## src/rtl/chan_blk_pkg.sv

```systemverilog
// Block format shared by the channel-side writer and the block receiver:
// header signatures, field positions, receiver FSM states.
package chan_blk_pkg;

    localparam logic [1:0] SIG_SELF   = 2'b10;
    localparam logic [1:0] SIG_MASTER = 2'b11;

    localparam int SIG_HI    = 15;
    localparam int SIG_LO    = 14;
    localparam int NUM_HI    = 13;
    localparam int NUM_LO    = 8;
    localparam int LEN_HI    = 7;
    localparam int LEN_LO    = 0;
    localparam int TRIG_FLAG = 15;
    localparam int TRIG_HI   = 14;
    localparam int SMP_HI    = 11;
    localparam int DERR_HI   = 15;
    localparam int DERR_LO   = 12;

    typedef enum logic [2:0] {
        IDLE,
        HDR,
        TRIG,
        DATA,
        GAP
    } state_t;

    typedef struct packed {
        logic       master;
        logic [5:0] num;
        logic [7:0] len;
    } hdr_t;

    function automatic logic hdr_ok(logic [15:0] w, int maxlen);
        logic [1:0] sig;
        sig = w[SIG_HI:SIG_LO];
        return ((sig == SIG_SELF) || (sig == SIG_MASTER))
            && (int'(w[LEN_HI:LEN_LO]) <= maxlen);
    endfunction

endpackage

```

## src/rtl/chan_block_rx_if.sv

```systemverilog
// Block FIFO readout link: source presents req/din, receiver pulses ack.
interface chan_block_rx_if;

    logic        req;
    logic [15:0] din;
    logic        ack;

    modport master (output req, output din, input ack);
    modport slave  (input req, input din, output ack);

endinterface

```

## src/rtl/blkrx_stats.sv

```systemverilog
// Saturating block/self/error event counters for the block receiver.
module blkrx_stats (
    input  logic        clk,
    input  logic        rst_n,
    input  logic        clr,
    input  logic        inc_blk,
    input  logic        inc_self,
    input  logic        inc_err,
    output logic [15:0] stat_blk,
    output logic [15:0] stat_self,
    output logic [15:0] stat_err
);

    function automatic logic [15:0] sat_inc(logic [15:0] v, logic inc);
        return (inc && (v != 16'hFFFF)) ? v + 16'd1 : v;
    endfunction

    // Clear takes priority over any increment in the same cycle
    always_ff @(posedge clk) begin
        if (!rst_n || clr) begin
            stat_blk  <= '0;
            stat_self <= '0;
            stat_err  <= '0;
        end else begin
            stat_blk  <= sat_inc(stat_blk, inc_blk);
            stat_self <= sat_inc(stat_self, inc_self);
            stat_err  <= sat_inc(stat_err, inc_err);
        end
    end

endmodule

```

## src/rtl/chan_block_rx.sv

```systemverilog
// Channel block receiver: parses self/master trigger blocks from the FIFO.
// Define BLKRX_STATS_EN to add the stat_* event counters.
import chan_blk_pkg::*;

module chan_block_rx #(
    parameter int ACK_GAP = 2,
    parameter int MAXLEN  = 255
) (
    input  logic          clk,
    input  logic          rst_n,
    chan_block_rx_if.slave src,
    output logic          hdr_valid,
    output logic          hdr_master,
    output logic [5:0]    hdr_num,
    output logic [7:0]    hdr_len,
    output logic [14:0]   hdr_trig,
    output logic          smp_valid,
    output logic [11:0]   smp_data,
    output logic          blk_done,
    output logic          hdr_err,
    output logic          trig_err,
    output logic          data_err,
    output logic          busy
`ifdef BLKRX_STATS_EN
    ,
    input  logic          stat_clr,
    output logic [15:0]   stat_blk,
    output logic [15:0]   stat_self,
    output logic [15:0]   stat_err
`endif
);

    localparam int GW = (ACK_GAP < 2) ? 1 : $clog2(ACK_GAP);
    localparam logic [GW-1:0] GAP_LAST = GW'(ACK_GAP - 1);

    state_t        state;
    state_t        state_n;
    state_t        pend;
    state_t        pend_n;
    logic [GW-1:0] gap_cnt;
    logic [7:0]    rem;
    logic          in_blk;

    logic [15:0] din;
    hdr_t        din_h;
    logic        hdr_good;
    logic        gap_last;
    logic        last;

    logic ack_c;
    logic hdr_ld;
    logic trig_ld;
    logic hdr_valid_d;
    logic blk_done_d;
    logic hdr_err_d;
    logic trig_err_d;
    logic smp_valid_d;
    logic data_err_d;

    assign din      = src.din;
    assign din_h    = '{master: (din[SIG_HI:SIG_LO] == SIG_MASTER),
                        num:    din[NUM_HI:NUM_LO],
                        len:    din[LEN_HI:LEN_LO]};
    assign hdr_good = hdr_ok(din, MAXLEN);
    assign gap_last = (gap_cnt == GAP_LAST);
    assign last     = (rem == 8'd1);

    always_ff @(posedge clk) begin
        if (!rst_n) begin
            state <= IDLE;
            pend  <= IDLE;
        end else begin
            state <= state_n;
            pend  <= pend_n;
        end
    end

    // Every acked word is followed by GAP so the next din is settled
    always_comb begin
        state_n = state;
        pend_n  = pend;
        unique case (state)
            IDLE: if (src.req) state_n = HDR;
            HDR: begin
                state_n = GAP;
                if (!hdr_good)
                    pend_n = IDLE;
                else if (din_h.master)
                    pend_n = TRIG;
                else if (din_h.len == 8'd0)
                    pend_n = IDLE;
                else
                    pend_n = DATA;
            end
            TRIG: begin
                state_n = GAP;
                pend_n  = (hdr_len == 8'd0) ? IDLE : DATA;
            end
            DATA: begin
                state_n = GAP;
                pend_n  = last ? IDLE : DATA;
            end
            GAP: if (gap_last) state_n = pend;
            default: state_n = IDLE;
        endcase
    end

    always_comb begin
        ack_c       = 1'b0;
        hdr_ld      = 1'b0;
        trig_ld     = 1'b0;
        hdr_valid_d = 1'b0;
        blk_done_d  = 1'b0;
        hdr_err_d   = 1'b0;
        trig_err_d  = 1'b0;
        smp_valid_d = 1'b0;
        data_err_d  = 1'b0;
        unique case (state)
            HDR: begin
                ack_c = 1'b1;
                if (hdr_good) begin
                    hdr_ld      = 1'b1;
                    hdr_valid_d = !din_h.master;
                    blk_done_d  = !din_h.master
                               && (din_h.len == 8'd0);
                end else begin
                    hdr_err_d = 1'b1;
                end
            end
            TRIG: begin
                ack_c       = 1'b1;
                trig_ld     = 1'b1;
                hdr_valid_d = 1'b1;
                trig_err_d  = !din[TRIG_FLAG];
                blk_done_d  = (hdr_len == 8'd0);
            end
            DATA: begin
                ack_c       = 1'b1;
                smp_valid_d = 1'b1;
                data_err_d  = |din[DERR_HI:DERR_LO];
                blk_done_d  = last;
            end
            default: ;
        endcase
    end

    // No word is consumed while reset is held
    assign src.ack = ack_c & rst_n;
    assign busy    = (state == HDR) | in_blk | blk_done;

    always_ff @(posedge clk) begin
        if (!rst_n) begin
            hdr_valid  <= 1'b0;
            hdr_master <= 1'b0;
            hdr_num    <= '0;
            hdr_len    <= '0;
            hdr_trig   <= '0;
            smp_valid  <= 1'b0;
            smp_data   <= '0;
            blk_done   <= 1'b0;
            hdr_err    <= 1'b0;
            trig_err   <= 1'b0;
            data_err   <= 1'b0;
            gap_cnt    <= '0;
            rem        <= '0;
            in_blk     <= 1'b0;
        end else begin
            hdr_valid <= hdr_valid_d;
            smp_valid <= smp_valid_d;
            blk_done  <= blk_done_d;
            hdr_err   <= hdr_err_d;
            trig_err  <= trig_err_d;
            data_err  <= data_err_d;
            if (smp_valid_d)
                smp_data <= din[SMP_HI:0];
            if (hdr_ld) begin
                hdr_master <= din_h.master;
                hdr_num    <= din_h.num;
                hdr_len    <= din_h.len;
                hdr_trig   <= '0;
            end
            if (trig_ld)
                hdr_trig <= din[TRIG_HI:0];
            if ((state == GAP) && !gap_last)
                gap_cnt <= gap_cnt + GW'(1);
            else
                gap_cnt <= '0;
            if (hdr_ld)
                rem <= din_h.len;
            else if (smp_valid_d)
                rem <= rem - 8'd1;
            if (blk_done_d)
                in_blk <= 1'b0;
            else if (hdr_ld)
                in_blk <= 1'b1;
        end
    end

`ifdef BLKRX_STATS_EN
    blkrx_stats u_stats (
        .clk      (clk),
        .rst_n    (rst_n),
        .clr      (stat_clr),
        .inc_blk  (blk_done),
        .inc_self (blk_done & ~hdr_master),
        .inc_err  (hdr_err | trig_err | data_err),
        .stat_blk (stat_blk),
        .stat_self(stat_self),
        .stat_err (stat_err)
    );
`endif

endmodule

```

## src/flat_wrapper.sv

```systemverilog
// flat-port wrapper written by rule: the top's interface ports become plain ports
module chan_block_rx_flat 
#(
    parameter int ACK_GAP = 2,
    parameter int MAXLEN  = 255
)
  (clk, rst_n, hdr_valid, hdr_master, hdr_num, hdr_len, hdr_trig, smp_valid, smp_data, blk_done, hdr_err, trig_err, data_err, busy, src_req, src_din, src_ack);
  chan_block_rx_if src_i ();
  input  logic clk;
  input  logic rst_n;
  output logic hdr_valid;
  output logic hdr_master;
  output logic [5:0] hdr_num;
  output logic [7:0] hdr_len;
  output logic [14:0] hdr_trig;
  output logic smp_valid;
  output logic [11:0] smp_data;
  output logic blk_done;
  output logic hdr_err;
  output logic trig_err;
  output logic data_err;
  output logic busy;
  input wire logic [$bits(src_i.req)-1:0] src_req;
  input wire logic [$bits(src_i.din)-1:0] src_din;
  output wire logic [$bits(src_i.ack)-1:0] src_ack;
  assign src_i.req = src_req;
  assign src_i.din = src_din;
  assign src_ack = src_i.ack;
  chan_block_rx #(.ACK_GAP(ACK_GAP), .MAXLEN(MAXLEN)) u_core (.clk(clk), .rst_n(rst_n), .src(src_i), .hdr_valid(hdr_valid), .hdr_master(hdr_master), .hdr_num(hdr_num), .hdr_len(hdr_len), .hdr_trig(hdr_trig), .smp_valid(smp_valid), .smp_data(smp_data), .blk_done(blk_done), .hdr_err(hdr_err), .trig_err(trig_err), .data_err(data_err), .busy(busy));
endmodule
```

## config.mk

```make
export PLATFORM = sky130hd
export DESIGN_NAME = chan_block_rx_flat
export DESIGN_NICKNAME = d
export VERILOG_FILES = /design/src/rtl/chan_blk_pkg.sv /design/src/rtl/chan_block_rx_if.sv /design/src/rtl/blkrx_stats.sv /design/src/rtl/chan_block_rx.sv /design/src/flat_wrapper.sv
export SDC_FILE = /design/constraint.sdc
export NUM_CORES = 1
export LEC_CHECK = 0
export ABC_AREA = 1
export CORE_ASPECT_RATIO = 0.5
export CORE_MARGIN = 5
export CORE_UTILIZATION = 51
export DETAILED_ROUTE_END_ITERATION = 6
export PLACE_DENSITY = 0.84
export SYNTH_ARGS = -nofsm -noshare
export SYNTH_HDL_FRONTEND = slang
export SYNTH_SLANG_ARGS = --single-unit
export TNS_END_PERCENT = 20
```

## constraint.sdc

```tcl
create_clock -name clk -period 2.2 [get_ports clk]
set_input_delay 0.22 -clock clk [delete_from_list [all_inputs] [get_ports clk]]
set_output_delay 0.22 -clock clk [all_outputs]
set_load 0.01 [all_outputs]
```

After elaboration in Yosys (flattened, before gate mapping)
Cells that the tools add are included.
{ "totals": {"output_inout_bits": 50, "register_bits": 64, "in_bits": 19} }
{ "classes": {"muxes": 23, "addsub": 2, "reduce_logical": 20, "n_eq_ne": 9, "bitwise": 4} }
{ "op_table": {"columns": ["op", "n"], "rows": [
  ["two-way mux 15 bit", 2],
  ["case mux 3 bit (3 select lines)", 2],
  ["logical NOT 8 bit", 2],
  ["two-way mux 8 bit", 2],
  ["two-way mux 3 bit", 4],
  ["AND reduction 2 bit", 5],
  ["equality test 8 x 1 -> 1 bit (second input constant)", 1],
  ["two-way mux 1 bit", 8],
  ["subtractor 8 x 1 -> 8 bit (second input constant)", 1],
  ["equality test 3 x 2 -> 1 bit (second input constant)", 2],
  ["two-way mux 2 bit", 3],
  ["equality test 2 bit (second input constant)", 2],
  ["nonzero test 2 bit", 2],
  ["OR reduction 4 bit", 1],
  ["equality test 3 x 1 -> 1 bit (second input constant)", 1],
  ["equality test 3 bit (second input constant)", 1],
  ["logical NOT 1 bit", 3],
  ["logical NOT 3 bit", 1],
  ["case mux 1 bit (3 select lines)", 1],
  ["nonzero test 3 bit", 1],
  ["OR reduction 3 bit", 1],
  ["logical AND 1 bit", 2],
  ["!= test 2 x 1 -> 1 bit (second input constant)", 1],
  ["!= test 2 bit (second input constant)", 1],
  ["7 further kinds", 8]
]} }

Logic depth before layout (Yosys ltp)
{ "depth": {"depth_word": 6, "mapped_depth": 9, "ltp_nobuf": 9} }

Worst setup path after synthesis
No wires, ideal clock.
{ "synth_path": {"kind": "register -> register", "from": "register u_core.state[2]", "to": "register u_core.hdr_trig[13]", "required_time_ns": 2.068, "setup_slack_ns": 0.983, "n_path_buf": 1, "path_stages_with_launch": 8, "arrival_ns": 1.085, "period_less_slack_ns": 1.217, "setup_ns": 0.132, "path_cell_list": "dfxtp_1 inv_2 nand2_1 nor2_4 inv_2 buf_2 nand3_1 a21oi_1"} }
{ "synth_via": {"elab_chain_cells": 3, "word_cells_on_any_way": 6, "cone_classes": "2 x eq/ne; 3 x mux; 1 x reduce/logical"} }
{ "synth_rtl": {"columns": ["element", "line_no", "rtl"], "rows": [
  ["start: declaration", "chan_block_rx.sv:36", "state_t state;"],
  ["start signal: assignment", "chan_block_rx.sv:73", "state <= state_n;"],
  ["equality test 3 x 2 -> 1 bit or equality test 3 x 1 -> 1 bit (tied branches)", "chan_block_rx.sv:118", "unique case (state)"],
  ["two-way mux 1 bit", "chan_block_rx.sv:118", null],
  ["two-way mux 15 bit or nonzero test 2 bit (tied branches)", null, null],
  ["end signal: assignment", "chan_block_rx.sv:183", "hdr_trig <= din[TRIG_HI:0];"],
  ["end: declaration", "chan_block_rx.sv:16", "output logic [14:0] hdr_trig,"]
]} }
Parallel ways exist; a longest one is shown, timed or not.
A chain may end at the register's enable or synchronous reset.

Worst setup path after layout
{ "layout_path": {"from": "register u_core.state[0]", "to": "output port src_ack"} }
{ "layout_via": {"elab_chain_cells": 4, "word_cells_on_any_way": 6, "cone_classes": "3 x eq/ne; 1 x mux; 1 x bitwise; 1 x reduce/logical"} }
{ "layout_rtl": {"columns": ["element", "line_no", "rtl"], "rows": [
  ["equality test 3 x 2 -> 1 bit or equality test 3 x 1 -> 1 bit (tied branches)", "chan_block_rx.sv:118", null],
  ["OR reduction 3 bit (no source line) (*)", null, null],
  ["two-way mux 1 bit (*)", "chan_block_rx.sv:118", null],
  ["AND 1 bit (*)", "chan_block_rx.sv:148", "assign src.ack = ack_c & rst_n;"],
  ["end: declaration", "flat_wrapper.sv:25", "output wire logic [$bits(src_i.ack)-1:0] src_ack;"]
]} }
Every way passes the cells marked *; elsewhere a longest branch is shown, timed or not.

==> flow_summary.ini <==
[setup_path]
path_class = reg2out
critPathArrivalTime_ps = 1830
slowest_delay_ps = 540
critPathSlowestCell = clkdlybuf4s50_1
cp_max_fo = 5
path_buf_inv = 2
worst_setup_path_start_kind = register
crit_path_cell_trace = nor2_1, nor2_2, inv_1, nor2_1, clkdlybuf4s50_1
crit_family = buffers and inverters
cp-end-kind = primary output
worstPathRequired_ps = 1980
path_common_cell = nor2_1

[route]
drc = 0
vias = 2555
via_per_inst = 5.28
detail_route.wl_per_cell_um = 14.7
dr.pass1.iters = 5
ant_nets = 0
wl_um = 7120
dr.first_iter.drc_count = 180

[cts]
clock_latency_ps = 350
cts_tree = built
clk_pin_slew_worst_paths_ps = 70
htreeDepth = 3
clock_path_buffers = 2
clock-root-buffer = clkbuf_8
clkSinkCount = 63
numCtsBuffers = 9

[timing]
finalHoldWorstSlack_ps = 485
hold_viol = 0
worst_pin_slew_ps = 380
setup_violations = 0
fmax_mhz = 489
fin_skew_ps = 11.0
setup_tns_ps = 0
slew_headroom_pct = 74.7
period_needed_ps = 2050
period_share_pct = 93.0
slew_viol_final = 0
setup_slack_ps = 154
rsz0062_at_grt = no

[final_layout]
nets = 431
diodes = 0
layout-drive-gt1-share_pct = 7.25
syn_to_final_growth_pct = 36.8

[logic_synthesis]
postSynthAreaPerCell_um2 = 7.39
async_flop_share_pct = 0
synth_ff_type = dfxtp_1
yosysWarnings = 0
synth_edf_count = 0
synth.net_count = 361
seq_area_frac_synth_pct = 50.2
ys_ff_latch = 63
ys_types = 24
syn_area_um2 = 2510
postSynthCellCount = 340

[floorplan]
io_pins = 69
die-area_um2 = 6520
core_um2 = 4840
die_w_um = 109
row_count = 18
die_y_um = 59.6
initial_utilization_pct = 51.9

[power]
p_leak_nw = 1.31
switching_share_pct = 31.1
power.total_mw = 2.92
power_density_nw_per_um2 = 849
p_int_mw = 2.01
switchingPower_mw = 0.908
power_frac_comb_pct = 22.0
seq_power_share_pct = 44.7
p_clk_share_pct = 33.3
vdd_drop_max_v = 0.000542

[placed_design]
pre_cts_slack_ps = 360
dp_hpwl_um = 5060
gp_congestion = 0.878
port_buffers = 68

[global_routing]
first_global_vias = 2603
grt_pass1_wl_um = 12100
overflow = 0
antenna_found_initial = 0
grt_max_degree = 36
groute.usage.overall_pct = 24.1

[hold_path]
hp-class = reg2reg

[run_status]
outcome = completed

[flow_run]
drv_cap = 0
[logic make-up (layout without fill, tap and decap cells)]
family / Yosys count / in the layout / synth area share [%]
fa+ha+maj: 2 / 2 / 0.995
buf+inv: 35 / 109 / 6.07
compound gates: 62 / 62 / 12.4
xor+xnor: 2 / 2 / 0.697
flops: 63 / 63 / 50.2
simple gates: 176 / 176 / 29.6
[power groups by stage]
stage / clock, mW / combinational [mW] / sequential [mW]
6_report: 0.972 / 0.642 / 1.31
2_1_floorplan: 0 / 0.372 / 1.33
3_5_place_dp: 0 / 0.632 / 1.33
3_3_place_gp: 0 / 0.606 / 1.32
5_1_grt: 1.04 / 0.726 / 1.32
4_1_cts: 0.979 / 0.638 / 1.30
[worst paths after layout]
check / depth (start not counted) / slack (ps) / from / endpoint
setup reg to reg: 8 / 580 / u_core.state[0] / u_core.rem[0]
hold / removal: 2 / 480 / u_core.smp_data[2] / u_core.smp_data[2]
hold reg to reg: 2 / 480 / u_core.smp_data[2] / u_core.smp_data[2]
setup / recovery: 5 / 150 / u_core.state[0] / src_ack
[worst min-delay path: stages, from the launching register on]
cell     delay [ps]
dfxtp_1         320
nor2_1           40
nor2_1           80
[layer usage]
layer / track usage, % / vias up / part of all wire [%]
li1: - / 1243 / -
met4: 9.24 / 0 / 1.8
met1: 29.2 / 1186 / 43
met5: 0 / - / 0
met2: 40.6 / 106 / 47
met3: 7.94 / 20 / 8.4
[stage by stage]
step | cells | area (µm²) | utilization, %
after floorplan | 340 | 2510 | -
after global placement | 469 | 3250 | 67.1
after detailed placement | 469 | 3250 | 67.1
after CTS | 484 | 3440 | 71.0
after global routing | 484 | 3440 | 71.0
final | 484 | 3440 | 71.0
[repair_timing]
action | 4_1_cts | 5_1_grt
setup buffers | 0 | 0
gates resized for setup | 0 | 1
endpoints found under the setup margin | 0 | 1
hold buffers | 0 | 0
[synth_stat cells (2+ instances only)]
cell type	count	area [µm²]
buf_2	4	20.0
nand3_1	26	130
o21ai_0	31	155
ha_1	2	25.0
nor2_1	69	259
a31oi_1	2	12.5
nand2_1	68	255
inv_1	15	56.3
xor2_1	2	17.5
buf_4	2	15.0
a21oi_1	29	145
nor2_4	2	22.5
inv_2	3	11.3
nor3_1	6	30.0
dfxtp_1	63	1260
clkbuf_1	8	30.0
[cell usage in the layout, fill, tap and decap left out, types with 6 or more instances in the layout]
| cell type | instances |
|---|---|
| clkdlybuf4s50_1 | 68 |
| a21oi_1 | 29 |
| nor3_1 | 6 |
| dfxtp_1 | 63 |
| inv_1 | 15 |
| nand3_1 | 26 |
| clkbuf_8 | 9 |
| nand2_1 | 68 |
| nor2_1 | 68 |
| buf_4 | 6 |
| o21ai_0 | 31 |
[final cells by class]
class	count	area (µm²)
clock inverter	6	62.6
tap	70	87.6
inverter	20	76.3
fill	387	1400
clock buffer	9	124
timing repair buffer	74	726
multi-input combinational	242	1100
sequential	63	1260
[registers in the layout, indices dropped and copies added (netlist names), 2 cells and up]
signal,count
u_core.hdr_len,8
u_core.hdr_num,6
u_core.hdr_trig,15
u_core.pend,2
u_core.rem,8
u_core.smp_data,12
u_core.state,3
Note: power is estimated with default switching activity, not from simulation.
